`config.mk`:
```
export PLATFORM = sky130hd
export DESIGN_NAME = fetch_pc_unit
export DESIGN_NICKNAME = d
export VERILOG_FILES = /design/src/rtl/fetch_pc_unit.sv
export SDC_FILE = /design/constraint.sdc
export NUM_CORES = 1
export LEC_CHECK = 0
export BUFFER_PORTS_ARGS = -buffer_cell sky130_fd_sc_hd__buf_2
export CAP_MARGIN = 5
export CORE_MARGIN = 2
export CORE_UTILIZATION = 55
export DETAILED_ROUTE_END_ITERATION = 7
export GPL_TIMING_DRIVEN = 0
export HOLD_SLACK_MARGIN = 0.05
export PLACE_DENSITY = 0.93
export SETUP_SLACK_MARGIN = 0.5
export SKIP_CTS_REPAIR_TIMING = 1
export SLEW_MARGIN = 5
export SYNTH_ARGS = -nofsm -noshare
export SYNTH_HDL_FRONTEND = slang
export SYNTH_SLANG_ARGS = --single-unit
```
`constraint.sdc`:
```
create_clock -name clk -period 3.5 [get_ports clk]
set_input_delay 0.7 -clock clk [delete_from_list [all_inputs] [get_ports clk]]
set_output_delay 0.7 -clock clk [all_outputs]
set_load 0.02 [all_outputs]
```
`src/rtl/fetch_pc_unit.sv`:
```
// -----------------------------------------------------------------------------
// fetch_pc_unit
//
// Fetch stage front end. Owns the architectural PC, issues single-outstanding
// instruction-memory reads, and loads the IF/ID pipeline register. A redirect
// from the next-PC logic in EX reloads the PC, flushes IF/ID and kills any
// fetch already accepted by memory. Hazard-unit stalls are absorbed by a
// one-entry hold buffer so a returning response is never lost.
//
// Ports:
//   clk            system clock, all state on rising edge
//   rst            synchronous active-high reset
//   redirect_valid single-cycle jump strobe from next-PC logic
//   redirect_pc    redirect target (bits [1:0] forced to zero)
//   stall          hazard-unit hold of IF/ID
//   imem_req       read request (REQ state only)
//   imem_addr      read address, always equal to the PC register
//   imem_gnt       request accepted this cycle
//   imem_rvalid    read data valid
//   imem_rdata     read data
//   if_pc          IF/ID PC
//   if_inst        IF/ID instruction
//   if_valid       IF/ID holds a real instruction
//   if_flush       one-cycle pulse after IF/ID was squashed by a redirect
// -----------------------------------------------------------------------------
module fetch_pc_unit #(
  parameter logic [31:0] RESET_PC = 32'h0000_0000,
  parameter logic [31:0] NOP_INST = 32'h0000_0013
) (
  input  logic        clk,
  input  logic        rst,
  input  logic        redirect_valid,
  input  logic [31:0] redirect_pc,
  input  logic        stall,
  output logic        imem_req,
  output logic [31:0] imem_addr,
  input  logic        imem_gnt,
  input  logic        imem_rvalid,
  input  logic [31:0] imem_rdata,
  output logic [31:0] if_pc,
  output logic [31:0] if_inst,
  output logic        if_valid,
  output logic        if_flush
);

  typedef enum logic [1:0] {
    S_REQ  = 2'd0,
    S_WAIT = 2'd1,
    S_HOLD = 2'd2
  } state_t;

  state_t      state_reg;
  logic [31:0] pc_reg;
  logic        kill_reg;
  logic [31:0] hold_inst_reg;
  logic [31:0] if_pc_reg;
  logic [31:0] if_inst_reg;
  logic        if_valid_reg;
  logic        if_flush_reg;

  logic [31:0] redirect_target;
  logic [31:0] pc_plus4;
  logic        load_fetch;
  logic        load_hold;

  // Word-align the target; masking (rather than slicing) keeps every bit used.
  assign redirect_target = redirect_pc & 32'hFFFF_FFFC;
  // Natural 32-bit overflow gives the required wrap to zero.
  assign pc_plus4        = pc_reg + 32'd4;

  // A fresh response goes straight to IF/ID when not stalled; a parked one
  // leaves the hold buffer as soon as the stall drops.
  assign load_fetch = (state_reg == S_WAIT) && imem_rvalid && !kill_reg && !stall;
  assign load_hold  = (state_reg == S_HOLD) && !stall;

  // The request is combinational from state so it drops in the reset cycle.
  assign imem_req  = (state_reg == S_REQ) && !rst;
  assign imem_addr = pc_reg;

  assign if_pc    = if_pc_reg;
  assign if_inst  = if_inst_reg;
  assign if_valid = if_valid_reg;
  assign if_flush = if_flush_reg;

  always_ff @(posedge clk) begin
    if (rst) begin
      state_reg     <= S_REQ;
      pc_reg        <= RESET_PC;
      kill_reg      <= 1'b0;
      hold_inst_reg <= NOP_INST;
      if_pc_reg     <= RESET_PC;
      if_inst_reg   <= NOP_INST;
      if_valid_reg  <= 1'b0;
      if_flush_reg  <= 1'b0;
    end else begin
      if_flush_reg <= redirect_valid;

      if (redirect_valid) begin
        // Redirect beats both stall and a same-cycle response.
        pc_reg       <= redirect_target;
        if_valid_reg <= 1'b0;
        if_inst_reg  <= NOP_INST;
        case (state_reg)
          S_REQ: begin
            // Old address already accepted: its response must be dropped.
            if (imem_gnt) begin
              kill_reg  <= 1'b1;
              state_reg <= S_WAIT;
            end
          end
          S_WAIT: begin
            if (imem_rvalid) begin
              // The response arriving now is the one being dropped, so any
              // earlier kill is also satisfied by it.
              kill_reg  <= 1'b0;
              state_reg <= S_REQ;
            end else begin
              kill_reg  <= 1'b1;
            end
          end
          default: begin
            // HOLD: parked instruction is wrong-path, discard it.
            state_reg <= S_REQ;
          end
        endcase
      end else begin
        case (state_reg)
          S_REQ: begin
            if (imem_gnt) begin
              state_reg <= S_WAIT;
            end
          end
          S_WAIT: begin
            if (imem_rvalid) begin
              if (kill_reg) begin
                kill_reg  <= 1'b0;
                state_reg <= S_REQ;
              end else if (stall) begin
                hold_inst_reg <= imem_rdata;
                state_reg     <= S_HOLD;
              end else begin
                state_reg <= S_REQ;
              end
            end
          end
          S_HOLD: begin
            if (!stall) begin
              state_reg <= S_REQ;
            end
          end
          default: begin
            state_reg <= S_REQ;
          end
        endcase

        // The PC only advances once its instruction has entered IF/ID, so
        // the PC register doubles as the PC of the outstanding/parked fetch.
        if (load_fetch || load_hold) begin
          if_pc_reg    <= pc_reg;
          if_inst_reg  <= load_fetch ? imem_rdata : hold_inst_reg;
          if_valid_reg <= 1'b1;
          pc_reg       <= pc_plus4;
        end else if (!stall) begin
          // Nothing delivered and downstream is moving: insert a bubble.
          if_valid_reg <= 1'b0;
        end
      end
    end
  end

endmodule

```
==> flow_metrics.tcl <==
set metrics [dict create \
    status "finished, final reports clean" \
    drt-pass1-iter-count 7 \
    clock_sinks 129 \
    hold_class "in -> reg" \
    seq_area_frac_synth 0.4642 \
    synth_edf_count 0 \
    stdcell_count 997 \
    dp_hpwl_microns 11470 \
    worstPathArrival_ns 2.14 \
    grt_setup_unrepaired "no" \
    initial_core_util 0.5691 \
    pre_cts_ws_ns 0.6023 \
    crit_path_top_delay_cell "clkbuf_1" \
    synthesis.area_sq_um 5563 \
    cp_common_cell "clkbuf_1" \
    layout_common_cells "168 x buf_2, 152 x nand2_1, 129 x dfxtp_1" \
    grt_pass1_wl_microns 27370 \
    io_buffers 161 \
    period_minus_slack_ns 2.843 \
    clock_path_buffers 2 \
    finalCritPeriodShare 0.8124 \
    layout_setup_ws_ns 0.6565 \
    fill_cells 773 \
    wl_per_cell_microns 17.25 \
    synth_top_cell_by_area "dfxtp_1" \
    power_frac_clock 0.505 \
    die_x_microns 104.6 \
    final_common_cell "buf_2" \
    final_nets 922 \
    rows 36 \
    synthCells 668 \
    synth-seq-cells 129 \
    criticalPathCategory "in -> out" \
    p_switching_mw 0.9437 \
    synthToLayoutAreaGrowth_pct 29.19 \
    setup_viol 0 \
    drive_above_1_share 0.2512 \
    dp.cells 965 \
    crit_path_end_kind "output pin" \
    clock_latency_ns 0.53 \
    power_density_nw_per_um2 531.8 \
    yosys.area.top_type_share 0.4642 \
    critical_path.cell_chain "clkbuf_1 -> clkbuf_1 -> buf_1 -> nor3_1 -> buf_2" \
    io_pins 169 \
    cellLeakagePower_nw 2.847 \
    root_buffer "clkbuf_8" \
    grt_overflow 0 \
    drc 0 \
    setup_tns_ns 0 \
    cts_tree "built" \
    worst_ir_drop_vdd_mv 0.4731 \
    clkSlewWorstSetupHoldPaths_ns 0.06 \
    ys_types 62 \
    finalHoldViolations 0 \
    max_slew_margin 0.4388 \
    internal-power_mw 2.878 \
    worst_ep_required_time_ns 2.80 \
    worst_pin_slew_ns 0.8368 \
    slowest_delay_ns 0.45 \
    synthArstFlopShare 0 \
    totalPowerFinal_mw 3.822 \
    grt_pass1_vias 5496 \
    htree_levels 4 \
    p_comb_frac 0.085 \
    postSynthAreaPerCell_sq_um 8.328 \
    numCtsBuffers 17 \
    wl_microns 17200 \
    fp.dieH_microns 104.6 \
    p_sw_frac 0.2469 \
    drtAntennaViolNets 0 \
    die_area_sq_um 10930 \
    crit_fanout 10 \
    core_area_sq_um 9774 \
    start_kind "input pin" \
    antennaDiodeCount 0 \
    drtIter0Drc 535 \
    yosys_warnings 0 \
    routabilityCongestion 0.9561 \
    fin_worst_skew_ns 0.005513 \
    grt_max_degree 17 \
    clock.fmax_ghz 0.3517 \
    num_vias 5905 \
    grt.total_usage 0.3110 \
    cap_violations 0 \
    viasPerCell 5.923 \
    antenna_found_initial 0 \
    synth_area_leaders "dfxtp_1 46%, nand2_1 10%, a21oi_1 5.8%, a222oi_1 5.2%, nor2_1 4.0%" \
    p_seq_frac 0.409 \
    maxSlewViolCount 0 \
    synth_flop_cell "dfxtp_1" \
]
-- worst max-delay path, delay by kind of cell --
kind / cells / cell delay (ns)
simple gates: 1 / 0.12
buf+inv: 4 / 1.32
-- power by group through the flow --
stage,Combinational [mW],Sequential [mW],Clock (mW)
global placement,0.313,1.59,0
finish,0.326,1.56,1.93
global route,0.354,1.57,2.00
detailed placement,0.317,1.59,0
CTS,0.323,1.56,1.93
floorplan,0.153,1.62,0
-- routing by layer --
metal  vias up  global-route usage  wire [microns]
met1      2704              0.3806            6675
met2       362              0.5266            8346
met3        50             0.07673            1731
met5         -                   0               0
li1       2789                   -               -
met4         0              0.1229             449
-- final timing paths --
check	startpoint	depth (start not counted)	slack (ns)	endpoint
worst max register to register	state_reg[0]	6	1.23	hold_inst_reg[3]
worst max-delay path	rst	5	0.66	imem_req
worst min register to register	if_inst[4]	2	0.44	if_inst[4]
worst min-delay path	redirect_pc[21]	3	0.41	imem_addr[21]
-- area by class of cell --
cell class              count  area (sq um)  share of cell area
multi-input cells         474          2698              0.3753
flip-flops and latches    129          2582              0.3593
repair buffers            161         805.8              0.1121
clock buffers              19         431.7             0.06006
plain buffers              58         256.5             0.03569
clock inverters            13         209.0             0.02907
well taps                 133         166.4             0.02315
inverters                  10         37.54            0.005223
-- cell families after synthesis --
family	share of synthesized area
adder cells (fa/ha/maj)	0.002249
flip-flops	0.4642
other	0.0006741
AND/OR/NAND/NOR	0.2479
AO/OA/AOI/OAI	0.2161
XOR/XNOR	0.01417
buffers and inverters	0.05286
multiplexers	0.001799
-- through the flow --
| stage | hold slack, ns | utilization | area [sq um] |
|---|---|---|---|
| floorplan | 0.4359 | - | 5574 |
| global placement | 0.4252 | 0.6697 | 6546 |
| detailed placement | 0.4328 | 0.6697 | 6546 |
| CTS | 0.4011 | 0.7353 | 7187 |
| global route | 0.4131 | 0.7353 | 7187 |
| finish | 0.4050 | 0.7353 | 7187 |
-- cell usage after synthesis (9+ instances only) --
cell	number
dfxtp_1	129
nand2_1	152
nand3_1	17
a211oi_1	13
nor2_1	60
clkbuf_1	43
a222oi_1	29
nand4_1	11
nor3_1	9
inv_1	10
o211ai_1	9
a21oi_1	65
No activity file was read; power rests on OpenSTA's default activity.
